[config.mk]
export PLATFORM = sky130hd
export DESIGN_NAME = div_iter_flat
export DESIGN_NICKNAME = d
export VERILOG_FILES = /design/src/rtl/div_iter_if.sv /design/src/rtl/div_iter.sv /design/src/flat_wrapper.sv
export SDC_FILE = /design/constraint.sdc
export NUM_CORES = 1
export LEC_CHECK = 0
export CAP_MARGIN = 5
export CORE_MARGIN = 2
export CORE_UTILIZATION = 50
export DETAILED_ROUTE_END_ITERATION = 10
export PLACE_DENSITY = 0.74
export SETUP_SLACK_MARGIN = 0.02
export SYNTH_ARGS = -nofsm -noshare
export SYNTH_HDL_FRONTEND = slang
export SYNTH_SLANG_ARGS = --single-unit
[constraint.sdc]
create_clock -name clk -period 9.11 [get_ports clk]
set_clock_uncertainty 0.2 [all_clocks]
set_input_delay 1.822 -clock clk [delete_from_list [all_inputs] [get_ports clk]]
set_output_delay 1.822 -clock clk [all_outputs]
set_load 0.005 [all_outputs]
[src/rtl/div_iter_if.sv]
// div_iter_if: operand/result bundle between EX and div_iter; master = EX side, slave = divider
interface div_iter_if #(parameter int WIDTH = 32);
  logic                 signed_div_i;
  logic [WIDTH-1:0]     opdata1_i;
  logic [WIDTH-1:0]     opdata2_i;
  logic                 start_i;
  logic                 annul_i;
  logic [2*WIDTH-1:0]   result_o;
  logic                 ready_o;
  logic                 busy_o;
  modport master (output signed_div_i, opdata1_i, opdata2_i, start_i, annul_i, input result_o, ready_o, busy_o);
  modport slave (input signed_div_i, opdata1_i, opdata2_i, start_i, annul_i, output result_o, ready_o, busy_o);
endinterface

[src/rtl/div_iter.sv]
// div_iter: radix-2 restoring divider, {rem,quo} on bus.result_o; ports clk, rst (async high), bus (div_iter_if.slave); DIV_ITER_EARLY_OUT_EN enables early-out
module div_iter #(parameter int WIDTH = 32) (
  input logic       clk,
  input logic       rst,
  div_iter_if.slave bus
);
  localparam int CW = $clog2(WIDTH + 1);
  typedef enum logic [1:0] {IDLE, DIVZERO, ON, END} state_t;
  state_t state;
  logic [CW-1:0] cnt, k;
  logic [WIDTH-1:0] dvd, dvs, rem, quo, abs1, abs2, rem_fix, quo_fix;
  logic [WIDTH:0] rem_sh, diff;
  logic [2*WIDTH-1:0] result;
  logic sign_q, sign_r, sign1, sign2, ready, busy;
  always_comb begin
    sign1 = bus.signed_div_i & bus.opdata1_i[WIDTH-1];
    sign2 = bus.signed_div_i & bus.opdata2_i[WIDTH-1];
    abs1 = sign1 ? -bus.opdata1_i : bus.opdata1_i;
    abs2 = sign2 ? -bus.opdata2_i : bus.opdata2_i;
    rem_sh = {rem, dvd[WIDTH-1]};
    diff = rem_sh - {1'b0, dvs};
    rem_fix = sign_r ? -rem : rem;
    quo_fix = sign_q ? -quo : quo;
  end
`ifdef DIV_ITER_EARLY_OUT_EN
  logic [CW-1:0] n;
  always_comb begin
    n = '0;
    for (int i = 0; i < WIDTH; i++) n = abs1[i] ? CW'(i + 1) : n;
  end
`endif
  always_ff @(posedge clk or posedge rst) begin
    if (rst) begin
      state <= IDLE;
      cnt <= '0;
      k <= '0;
      dvd <= '0;
      dvs <= '0;
      rem <= '0;
      quo <= '0;
      sign_q <= 1'b0;
      sign_r <= 1'b0;
      result <= '0;
      ready <= 1'b0;
      busy <= 1'b0;
    end else begin
      case (state)
        IDLE: if (bus.start_i && !bus.annul_i) begin
          busy <= 1'b1;
          cnt <= '0;
          rem <= '0;
          quo <= '0;
          if (bus.opdata2_i == '0) begin
            state <= DIVZERO;
            dvd <= bus.opdata1_i;
          end else begin
            state <= ON;
            dvs <= abs2;
            sign_q <= sign1 ^ sign2;
            sign_r <= sign1;
`ifdef DIV_ITER_EARLY_OUT_EN
            // left-align the magnitude so only its significant bits are iterated
            k <= (n == '0) ? CW'(1) : n;
            dvd <= abs1 << (CW'(WIDTH) - n);
`else
            k <= CW'(WIDTH);
            dvd <= abs1;
`endif
          end
        end
        DIVZERO: begin
          busy <= 1'b0;
          if (bus.annul_i) state <= IDLE;
          else begin
            result <= {dvd, {WIDTH{1'b1}}};
            ready <= 1'b1;
            state <= END;
          end
        end
        ON: if (bus.annul_i || !bus.start_i) begin
          state <= IDLE;
          busy <= 1'b0;
        end else if (cnt == k) begin
          result <= {rem_fix, quo_fix};
          ready <= 1'b1;
          busy <= 1'b0;
          state <= END;
        end else begin
          // diff[WIDTH] is the borrow: set means the trial subtract went negative
          rem <= diff[WIDTH] ? rem_sh[WIDTH-1:0] : diff[WIDTH-1:0];
          quo <= {quo[WIDTH-2:0], ~diff[WIDTH]};
          dvd <= dvd << 1;
          cnt <= cnt + CW'(1);
        end
        END: if (!bus.start_i) begin
          state <= IDLE;
          ready <= 1'b0;
          result <= '0;
        end
        default: state <= IDLE;
      endcase
    end
  end
  assign bus.result_o = result;
  assign bus.ready_o = ready;
  assign bus.busy_o = busy;
endmodule

[src/flat_wrapper.sv]
// flat-port wrapper written by rule: the top's interface ports become plain ports
module div_iter_flat 
#(parameter int WIDTH = 32)
  (clk, rst, bus_signed_div_i, bus_opdata1_i, bus_opdata2_i, bus_start_i, bus_annul_i, bus_result_o, bus_ready_o, bus_busy_o);
  div_iter_if #(.WIDTH(WIDTH)) bus_i ();
  input logic clk;
  input logic rst;
  input wire logic [$bits(bus_i.signed_div_i)-1:0] bus_signed_div_i;
  input wire logic [$bits(bus_i.opdata1_i)-1:0] bus_opdata1_i;
  input wire logic [$bits(bus_i.opdata2_i)-1:0] bus_opdata2_i;
  input wire logic [$bits(bus_i.start_i)-1:0] bus_start_i;
  input wire logic [$bits(bus_i.annul_i)-1:0] bus_annul_i;
  output wire logic [$bits(bus_i.result_o)-1:0] bus_result_o;
  output wire logic [$bits(bus_i.ready_o)-1:0] bus_ready_o;
  output wire logic [$bits(bus_i.busy_o)-1:0] bus_busy_o;
  assign bus_i.signed_div_i = bus_signed_div_i;
  assign bus_i.opdata1_i = bus_opdata1_i;
  assign bus_i.opdata2_i = bus_opdata2_i;
  assign bus_i.start_i = bus_start_i;
  assign bus_i.annul_i = bus_annul_i;
  assign bus_result_o = bus_i.result_o;
  assign bus_ready_o = bus_i.ready_o;
  assign bus_busy_o = bus_i.busy_o;
  div_iter #(.WIDTH(WIDTH)) u_core (.clk(clk), .rst(rst), .bus(bus_i));
endmodule
# After elaboration in Yosys (flattened, before gate mapping)
# Index checks and enable logic that the tools add are counted.
# classes
bitwise	5
add_sub_neg	6
n_reduce_logical	14
eq_ne	11
n_mux	42
# op_table
op	n
32-bit 2-to-1 mux	14
64-bit 2-to-1 mux	4
32-bit one-hot mux with 2 select lines	3
64-bit one-hot mux with 3 select lines	1
32-bit negator	4
33-bit by 32-bit subtractor with 33-bit output	1
32-bit zero test	1
6-bit 2-to-1 mux	3
2-bit 2-to-1 mux	6
6-bit one-hot mux with 2 select lines	1
3-bit AND reduction	3
2-bit inequality test (second input constant)	4
2-bit one-hot mux with 4 select lines	1
1-bit 2-to-1 mux	7
6-bit by 1-bit adder with 6-bit output (second input constant)	1
6-bit == test	1
1-bit one-hot mux with 3 select lines	2
3-bit nonzero test	2
5-bit AND reduction	1
2-bit == test (second input constant)	2
2-bit by 1-bit inequality test with 1-bit output (second input constant)	2
4-bit AND reduction	1
3-bit by 1-bit inequality test with 1-bit output (second input constant)	1
1-bit bitwise AND	2
8 further kinds	10
# word_totals
in_bits	69
regBits	205
out_inout_bits	66

# Longest topological paths before layout
# Gate-level depths: netlist of run 1.
# depth
ltp_word	5
depth_mapped	13

# Worst setup path before layout of run 1
# OpenSTA, ideal clock, no wires.
# synth_path
path_kind	input to register
start	in bus_opdata2_i[13]
end	reg u_core.dvd[29]
path_slack_ps	4826
path_buffers	2
t_arrival_ps	3944
cell_stages	11
setup_ps	140
cell_sequence	or3_1 nor3_1 nor3b_1 nor2b_1 nand4_1 and3_1 clkbuf_1 clkbuf_1 o41ai_1 xor2_1 a21oi_1
# synth_between
elab_chain_cells	4
# synth_rtl
element	line_no	rtl
start: declaration	flat_wrapper.sv:10	input wire logic [$bits(bus_i.opdata2_i)-1:0] bus_opdata2_i;
32-bit zero test	div_iter.sv:53	if (bus.opdata2_i == '0) begin
32-bit 2-to-1 mux	div_iter.sv:53	
32-bit 2-to-1 mux	div_iter.sv:48	IDLE: if (bus.start_i && !bus.annul_i) begin
32-bit one-hot mux with 2 select lines	div_iter.sv:47	case (state)
end signal: assignment	div_iter.sv:55	dvd <= bus.opdata1_i;
end signal: assignment	div_iter.sv:67	dvd <= abs1;
end signal: assignment	div_iter.sv:92	dvd <= dvd << 1;
end: declaration	div_iter.sv:11	logic [WIDTH-1:0] dvd, dvs, rem, quo, abs1, abs2, rem_fix, quo_fix;
# Every way passes these cells. The select of a mux whose other input is x is not followed.
# A chain may end at the register's enable or synchronous reset.

# Worst setup path after layout of run 1
# layout_path
start	in bus_opdata2_i[6]
end	reg u_core.dvd[5]
# The elaborated chain is that of the path after synthesis.

==> results.sh, run 1 <==
export IMPL_cp_max_fo=25
export IMPL_path_cells="clkdlybuf4s50_1 -> nor3_1 -> nand2b_1 -> or3_1 -> nor3_1 -> nand4_1 -> and3_1 -> o31ai_1 -> xor2_1 -> o21ai_0"
export IMPL_slowest_delay_ps=640
export IMPL_nets=1731
export IMPL_path_clk_slew_ps=60
export IMPL_max_clock_freq_ghz=0.200
export IMPL_setup_violations_final=0
export IMPL_netlist_area_um2=13100
export IMPL_drcViolationCount=0
export IMPL_clock_sinks=205
export IMPL_hold_ws_ps=277
export IMPL_grt_antenna_before_repair=0
export IMPL_r2r_start="u_core.rem[3]"
export IMPL_path_class="primary input to flop"
export IMPL_final_max_slew_viol_count=0
export IMPL_grt_util_met1_pct=36.0
export IMPL_syn_inst=1539
export IMPL_post_synth_most_frequent_cells="205 x dfrtp_1, 205 x nand2_1, 178 x o21ai_0"
export IMPL_cts_buffers=24
export IMPL_finalCritPeriodShare_pct=54.8
export IMPL_cp_required_ps=9290
export IMPL_r2r_cells=11
export IMPL_postCtsHoldBufs=0
export IMPL_start_kind="primary input"
export IMPL_rows=59
export IMPL_cts_buffer_depth=3
export IMPL_busiest_layer="met2"
export IMPL_async_reset_ff_share_pct=100
export IMPL_wl_um=33900
export IMPL_end_kind="flop"
export IMPL_grt_use_total_pct=24.2
export IMPL_post_cts_setup_buffers=0
export IMPL_vias=11500
export IMPL_crit_slowest_cell="and3_1"
export IMPL_grt_pass1_wl_um=56000
export IMPL_ys_seq_area_share_pct=39.2
export IMPL_wl_per_cell_um=17.2
export IMPL_synth_edf_count=0
export IMPL_fin_crit_ps=4990
export IMPL_synth_avg_cell_area_um2=8.51
export IMPL_critical_path_arrival_ps=5170
export IMPL_cts_root_buf="clkbuf_16"
export IMPL_cp_endpoint="u_core.dvd[5]"
export IMPL_slew_headroom_pct=24.1
export IMPL_ff2ff_setup_slack_ps=4660
export IMPL_place_congestion=0.887
export IMPL_worst_pin_slew_ps=1140
export IMPL_ant_nets=0
export IMPL_grt_overflow_total=0
export IMPL_yosysTopAreaCellShare_pct=39.2
export IMPL_coreArea_um2=25900
export IMPL_die_h_um=166
export IMPL_ys_warn_count=0
export IMPL_start_util_pct=50.5
export IMPL_hold_depth=1
export IMPL_area_growth_pct=18.2
export IMPL_worstSkewPairLatency_ps=530
export IMPL_status="completed"
export IMPL_use_met2_pct=37.2
export IMPL_hold_violations=0
export IMPL_port_buffers=134
export IMPL_die_x_um=166
export IMPL_cts_resized=0
export IMPL_ys_seq_elements=205
export IMPL_use_met3_pct=3.34
export IMPL_final_layout_size_suffix_gt1_share_pct=4.71
export IMPL_first_global_vias=10700
export IMPL_antenna_cells=0
export IMPL_dpl_hpwl_um=23800
export IMPL_cts_tree="built"
export IMPL_syn_nets=1652
export IMPL_viasPerCell=5.86
export IMPL_synth_top_cell_by_area="dfrtp_1"
export IMPL_htreeDepth=1
export IMPL_crit_top_cell="nor3_1"
export IMPL_grt_max_degree=131
export IMPL_pwr_density_cell_nw_per_um2=346
export IMPL_io_pins=135
export IMPL_critPathLaunch="bus_opdata2_i[6]"
export IMPL_rsz0062_at_grt="false"
export IMPL_ys_flop_type="dfrtp_1"
export IMPL_p_leak_nw=6.69
export IMPL_r2r_end="u_core.rem[1]"
export IMPL_ys_types=62
export IMPL_drt_iter0_drc=1018
export IMPL_hold_class="flop to flop"
export IMPL_dieArea_um2=27500
export IMPL_cap_violations=0
export IMPL_firstDrtPassIters=7
export IMPL_yosys_top_cells_area="dfrtp_1 39%, o21ai_0 6.8%, nand2_1 5.9%, xor2_1 5.5%, a21oi_1 4.6%"
export IMPL_peakVddDrop_v=0.000180
export IMPL_tns_ps=0
[stage by stage]
stage | util (%) | cell area [µm²] | setup slack, ps | power, mW | cells
2_1_floorplan | - | 13100 | 1490 | 3.44 | 1539
3_3_place_gp | 56.5 | 14600 | 3820 | 4.25 | 1927
3_5_place_dp | 56.5 | 14600 | 3710 | 4.34 | 1927
4_1_cts | 59.7 | 15500 | 4250 | 5.35 | 1970
5_1_grt | 59.7 | 15500 | 3930 | 5.77 | 1970
6_report | 59.7 | 15500 | 4120 | 5.35 | 1970
[area by class of cell]
class,instances,area [µm²]
repair buffers,145,1420
clock buffers,36,747
clock inverters,7,91.3
inverters,61,236
multi-input cells,1181,7430
well taps,335,419
flip-flops and latches,205,5130
fillers,2251,10400
[how the worst min path moves through the flow]
stage | from | to
6_report | u_core.bus.result_o[15] | u_core.bus.result_o[15]
5_1_grt | u_core.bus.result_o[4] | u_core.bus.result_o[4]
3_5_place_dp | u_core.bus.result_o[34] | u_core.bus.result_o[34]
2_1_floorplan | u_core.k[5] | u_core.k[5]
3_3_place_gp | u_core.bus.result_o[43] | u_core.bus.result_o[43]
4_1_cts | u_core.bus.result_o[4] | u_core.bus.result_o[4]
[sequential cells by signal, indices dropped and copies added, names as in the netlist, 2 cells and up]
signal,flops
u_core.quo,32
u_core.cnt,6
u_core.bus.result_o,64
u_core.rem,32
u_core.state,2
u_core.dvd,32
u_core.dvs,32
[power breakdown]
part	switching (mW)	internal, mW	leakage, nW
Clock	0.378	0.620	0.413
Combinational	1.59	1.21	3.71
Sequential	0.286	1.26	2.57
[kinds of logic after synthesis]
| kind of cell | count (synthesis) | share of synthesized area [%] |
|---|---|---|
| xor gates and xnor gates | 149 | 9.96 |
| and+or+nand+nor | 500 | 18.8 |
| adders and majority gates | 44 | 4.26 |
| AOI/OAI and AO/OA | 461 | 21.3 |
| muxes | 27 | 2.09 |
| DFF | 205 | 39.2 |
| buffers and inverters | 153 | 4.41 |
[critical path, delay by kind of cell]
| kind | cells | cell delay [ps] |
|---|---|---|
| AO/OA/AOI/OAI | 2 | 310 |
| XOR/XNOR | 1 | 200 |
| buffers and inverters | 1 | 480 |
| AND/OR/NAND/NOR | 6 | 2340 |
[per-layer routing]
layer	share of wire [%]	routed length (µm)	vias up
li1	-	-	5617
met4	2.1	719	0
met3	6.1	2080	57
met5	0	0	-
met1	48	16300	5492
met2	44	14800	371
[layout by cell type, fill, tap and decap left out, types with 25 or more instances in the layout]
| master | Yosys | layout |
|---|---|---|
| nor3b_1 | 35 | 35 |
| ha_1 | 43 | 42 |
| inv_1 | 61 | 60 |
| nand3_1 | 66 | 65 |
| a21o_1 | 29 | 29 |
| clkdlybuf4s50_1 | 0 | 134 |
| nand2_1 | 205 | 205 |
| xnor2_1 | 67 | 67 |
| o31ai_1 | 35 | 35 |
| nor2_1 | 63 | 61 |
| a21oi_1 | 121 | 121 |
| dfrtp_1 | 205 | 205 |
| o21ai_0 | 178 | 178 |
| clkbuf_16 | 0 | 25 |
| xor2_1 | 82 | 82 |
Power figures use the tool's default switching activity.
==> inputs of run 2 (changes only) <==
==> constraint.sdc (replaced) <==
create_clock -name clk -period 4.73 [get_ports clk]
set_clock_uncertainty 0.2 [all_clocks]
set_input_delay 0.946 -clock clk [delete_from_list [all_inputs] [get_ports clk]]
set_output_delay 0.946 -clock clk [all_outputs]
set_load 0.005 [all_outputs]
==> run 2 against run 1 <==
- clock power up 68%
- wire length increased by 0.36%
- power rose by 88%
- die area unchanged
- non-clock buffer count increased by 9
- flip-flop and latch count is the same
- worst setup slack worse by 3300 ps
- critical endpoint is now u_core.rem[0]
- largest cell class unchanged
- largest power group unchanged
==> results.sh, run 2 (same netlist as run 1, synthesis figures left out) <==
export IMPL_max_clock_freq_ghz=0.255
export IMPL_power_mw=10.1
export IMPL_path_clk_slew_ps=60
export IMPL_hold_violations=0
export IMPL_htreeDepth=1
export IMPL_grt_overflow_total=0
export IMPL_drt_iter0_drc=1006
export IMPL_hold_ws_ps=275
export IMPL_dp_cells=1936
export IMPL_postLayoutCellArea_um2=15500
export IMPL_tns_ps=0
export IMPL_first_global_vias=10800
export IMPL_grt_pass1_wl_um=56200
export IMPL_largest_reg_flops=64
export IMPL_area_growth_pct=18.0
export IMPL_postCtsHoldBufs=0
export IMPL_grt_antenna_before_repair=0
export IMPL_start_util_pct=50.5
export IMPL_status="completed"
export IMPL_hold_class="flop to flop"
export IMPL_cts_buffer_depth=3
export IMPL_end_kind="flop"
export IMPL_clock_sinks=205
export IMPL_critical_path_arrival_ps=4140
export IMPL_drcViolationCount=0
export IMPL_dieArea_um2=27500
export IMPL_io_pins=135
export IMPL_cts_root_buf="clkbuf_16"
export IMPL_pwr_density_cell_nw_per_um2=651
export IMPL_wl_per_cell_um=17.2
export IMPL_ff_latch_area_um2=5130
export IMPL_coreArea_um2=25900
export IMPL_final_max_slew_viol_count=0
export IMPL_grt_use_total_pct=24.2
export IMPL_die_h_um=166
export IMPL_fin_crit_ps=3920
export IMPL_cts_resized=0
export IMPL_n_fill_cell=2304
export IMPL_switching_share_pct=42.6
export IMPL_finalCritPeriodShare_pct=82.8
export IMPL_antenna_cells=0
export IMPL_peakVddDrop_v=0.000480
export IMPL_worst_pin_slew_ps=1080
export IMPL_dpl_cell_area_um2=14800
export IMPL_nets=1739
export IMPL_port_buffers=134
export IMPL_die_x_um=166
export IMPL_final_layout_size_suffix_gt1_share_pct=4.88
export IMPL_start_kind="flop"
export IMPL_vias=11600
export IMPL_path_class="flop to flop"
export IMPL_viasPerCell=5.86
export IMPL_switchingPower_mw=4.29
export IMPL_wl_um=34000
export IMPL_power_frac_comb_pct=53.8
export IMPL_p_int_mw=5.77
export IMPL_cts_tree="built"
export IMPL_multi_input_area_um2=7440
export IMPL_final_cell_mix="205 x nand2_1, 205 x dfrtp_1, 178 x o21ai_0"
export IMPL_final_cell_count_no_fill=1973
export IMPL_setup_violations_final=0
export IMPL_cap_violations=0
export IMPL_cp_required_ps=4950
export IMPL_seq_power_share_pct=29.5
export IMPL_place_congestion=0.873
export IMPL_p_leak_nw=6.69
export IMPL_slew_headroom_pct=27.8
export IMPL_rsz0062_at_grt="false"
export IMPL_firstDrtPassIters=5
export IMPL_cts_buffers=23
export IMPL_p_clk_share_pct=16.7
export IMPL_post_cts_setup_buffers=0
export IMPL_rows=59
export IMPL_grt_max_degree=120
export IMPL_ant_nets=0
export IMPL_worstSkewPairLatency_ps=510
export IMPL_cp_max_fo=8
export IMPL_dpl_hpwl_um=23900
## run 2: changes by cell type in the layout (fill, tap and decap cells not counted), sizes merged
cell / change
buf: +9
bufinv: -2
clkbuf: -4
## run 2: power groups by stage
| stage | logic [mW] | registers [mW] | clock network, mW |
|---|---|---|---|
| final | 5.41 | 2.97 | 1.68 |
| after global routing | 6.01 | 3.05 | 1.78 |
| after CTS | 5.41 | 2.96 | 1.70 |
| after detailed placement | 5.38 | 2.98 | 0 |
| after global placement | 5.24 | 2.96 | 0 |
| after floorplan | 3.83 | 2.81 | 0 |
## run 2: final cells by class
type	count	share of cell area, %
tap	335	2.71
clock inverter	5	0.186
sequential	205	33.2
inverter	61	1.51
multi-input combinational	1181	48.1
timing repair buffer	154	9.97
clock buffer	32	4.33
## run 2: stage by stage
stage               worst slack, ps  util, %
floorplan                       926        -
global placement                476     57.0
detailed placement              359     57.0
CTS                             791     59.7
global route                    454     59.7
finish                          814     59.7
## run 2: final timing paths
check	startpoint	end	slack, ps	cells after the start
max in group asynchronous	rst	u_core.bus.result_o[46]	3020	3
min reg2reg	u_core.bus.result_o[4]	u_core.bus.result_o[4]	280	1
max reg2reg	u_core.rem[3]	u_core.rem[0]	810	11
min in group asynchronous	rst	u_core.state[1]	770	3
max	u_core.rem[3]	u_core.rem[0]	810	11
min	u_core.bus.result_o[4]	u_core.bus.result_o[4]	280	1
## run 2: worst max-delay path, stage by stage, from the launching register on
cell	delay, ps
dfrtp_1	480
ha_1	390
a21o_1	230
a21oi_1	180
o211ai_1	170
a2111oi_1	430
buf_4	200
o21ai_0	120
a211oi_1	490
a311o_1	420
mux2_2	380
o21ai_0	140
## run 2: routing by layer
layer	share of wire [%]	vias up	routed length [µm]	GRT usage, %
met5	0	-	0	0
met4	1.6	0	527	4.73
met3	6.8	39	2320	2.86
met2	44	386	15000	38.4
met1	47	5494	16100	35.9
li1	-	5634	-	-
==> inputs of run 3 (changes only) <==
--- a/config.mk
+++ b/config.mk
@@ -9,7 +9,7 @@
 export CORE_MARGIN = 2
 export CORE_UTILIZATION = 50
 export DETAILED_ROUTE_END_ITERATION = 10
-export PLACE_DENSITY = 0.74
+export PLACE_DENSITY = 0.76
 export SETUP_SLACK_MARGIN = 0.02
 export SYNTH_ARGS = -nofsm -noshare
 export SYNTH_HDL_FRONTEND = slang
==> constraint.sdc (replaced) <==
create_clock -name clk -period 3.5 [get_ports clk]
set_clock_uncertainty 0.2 [all_clocks]
set_input_delay 0.7 -clock clk [delete_from_list [all_inputs] [get_ports clk]]
set_output_delay 0.7 -clock clk [all_outputs]
set_load 0.005 [all_outputs]
==> run 3 against run 2 <==
- power is 48% higher
- flip-flop and latch count stayed put
- sequential share of layout area is 2.5 points lower
- global-route usage is 1.3 points higher
- via count is 6.5% higher
- register-to-register slack worse by 770 ps
- clock-buffer cell count is 3 lower
- maximum frequency is 13% higher
- highest routed layer unchanged
==> results.sh, run 3 (same netlist as run 1, synthesis figures left out) <==
export IMPL_critical_path_arrival_ps=3660
export IMPL_use_met3_pct=3.24
export IMPL_worst_slack_ps=43.2
export IMPL_vias=12300
export IMPL_die_h_um=166
export IMPL_r2r_cells=8
export IMPL_slowest_delay_ps=530
export IMPL_seq_power_share_pct=26.3
export IMPL_dpl_hpwl_um=26400
export IMPL_cts_tree="built"
export IMPL_grt_overflow_total=0
export IMPL_die_x_um=166
export IMPL_p_clk_share_pct=16.1
export IMPL_final_layout_size_suffix_gt1_share_pct=13.5
export IMPL_grt_use_total_pct=25.5
export IMPL_use_met2_pct=40.7
export IMPL_hold_depth=1
export IMPL_antenna_cells=0
export IMPL_slew_headroom_pct=35.1
export IMPL_busiest_layer="met2"
export IMPL_area_growth_pct=27.6
export IMPL_rsz0062_at_grt="true"
export IMPL_viasPerCell=5.82
export IMPL_finalCritPeriodShare_pct=98.8
export IMPL_dpl_cell_area_um2=15700
export IMPL_final_cell_mix="204 x nand2_1, 203 x dfrtp_1, 167 x o21ai_0"
export IMPL_cts_buffer_depth=3
export IMPL_wl_um=36400
export IMPL_hold_class="flop to flop"
export IMPL_largest_reg_flops=64
export IMPL_final_common_cell="nand2_1"
export IMPL_crit_slowest_cell="or4_4"
export IMPL_htreeDepth=1
export IMPL_cts_buffers=23
export IMPL_grt_max_degree=105
export IMPL_status="completed"
export IMPL_switching_share_pct=41.9
export IMPL_cp_required_ps=3700
export IMPL_peakVddDrop_v=0.000661
export IMPL_cp_top_family="simple AND/OR/NAND/NOR gates"
export IMPL_start_util_pct=50.5
export IMPL_grt_antenna_before_repair=0
export IMPL_path_cells="or4_4 -> or4_4 -> or3_4 -> or3b_4 -> o41ai_4 -> xnor2_2 -> a221oi_2 -> nor2_1"
export IMPL_postCtsHoldBufs=0
export IMPL_dieArea_um2=27500
export IMPL_grt_util_met1_pct=36.7
export IMPL_wl_per_cell_um=17.2
export IMPL_place_ws_ps=-277
export IMPL_crit_top_cell="or4_4"
export IMPL_worst_pin_slew_ps=971
export IMPL_power_mw=14.9
export IMPL_io_pins=135
export IMPL_switchingPower_mw=6.24
export IMPL_coreArea_um2=25900
export IMPL_hold_violations=0
export IMPL_path_class="flop to flop"
export IMPL_p_int_mw=8.66
export IMPL_pwr_density_cell_nw_per_um2=892
export IMPL_first_global_vias=11600
export IMPL_cp_num_buf_inv=0
export IMPL_worstSkewPairLatency_ps=510
export IMPL_end_kind="flop"
export IMPL_tns_ps=0
export IMPL_setup_violations_final=0
export IMPL_clock_sinks=205
export IMPL_cp_max_fo=5
export IMPL_fin_crit_ps=3460
export IMPL_grt_pass1_wl_um=58800
export IMPL_cp_depth=8
export IMPL_rows=59
export IMPL_place_congestion=0.911
export IMPL_path_clk_slew_ps=60
export IMPL_nets=1878
export IMPL_drt_iter0_drc=919
export IMPL_final_max_slew_viol_count=0
export IMPL_ant_nets=0
export IMPL_cap_violations=0
export IMPL_drcViolationCount=0
export IMPL_port_buffers=134
export IMPL_dp_cells=2053
export IMPL_power_frac_comb_pct=57.6
export IMPL_postLayoutCellArea_um2=16700
export IMPL_start_kind="flop"
export IMPL_cts_root_buf="clkbuf_16"
export IMPL_max_clock_freq_ghz=0.289
export IMPL_firstDrtPassIters=5
export IMPL_p_leak_nw=7.42
export IMPL_final_cell_count_no_fill=2114
[run 3: cell types whose count changed in the layout (fill, tap and decap cells not counted), sizes merged]
cell	before	now
clkbuf	32	30
inv	61	60
clkinv	4	6
clkinvlp	1	3
bufinv	0	2
buf	20	158
[run 3: final cells by class]
cell class / instances / area [µm²]
repair buffers: 293 / 2650
flip-flops and latches: 205 / 5130
well taps: 335 / 419
inverters: 61 / 233
clock inverters: 10 / 116
multi-input cells: 1181 / 7530
clock buffers: 29 / 638
fillers: 2133 / 9200
[run 3: path summary, 6_finish.rpt]
| path | from | slack, ps | to |
|---|---|---|---|
| min | u_core.bus.result_o[8] | 280 | u_core.bus.result_o[8] |
| max | u_core.rem[12] | 40 | u_core.bus.result_o[63] |
| max in group asynchronous | rst | 1850 | u_core.dvd[15] |
| max reg2reg | u_core.rem[12] | 40 | u_core.bus.result_o[63] |
| min reg2reg | u_core.bus.result_o[8] | 280 | u_core.bus.result_o[8] |
| min in group asynchronous | rst | 350 | u_core.quo[31] |
[run 3: repair_timing]
action,in CTS,in global routing
pin swaps,1,18
cloned,0,1
setup buffers,0,21
setup endpoints to repair,34,38
gates resized for setup,3,31
hold endpoints to repair,0,0
[run 3: per-layer routing]
metal	wire length (µm)	share of wire, %
met1	16700	46
met2	16500	45
met3	2280	6.3
met4	847	2.3
met5	0	0
[run 3: power by group through the flow]
| stage | Combinational, mW | Sequential, mW | Clock (mW) |
|---|---|---|---|
| after floorplan | 5.17 | 3.79 | 0 |
| after global placement | 7.90 | 3.90 | 0 |
| after detailed placement | 8.14 | 3.93 | 0 |
| after CTS | 8.23 | 3.90 | 2.45 |
| after global routing | 9.41 | 4.02 | 2.55 |
| final | 8.58 | 3.92 | 2.40 |
[run 3: stage by stage]
stage          hold slack, ps  util [%]
6_report                  282      64.5
3_5_place_dp              267      60.4
4_1_cts                   283      63.4
5_1_grt                   296      64.5
2_1_floorplan             262         -
3_3_place_gp              260      60.4
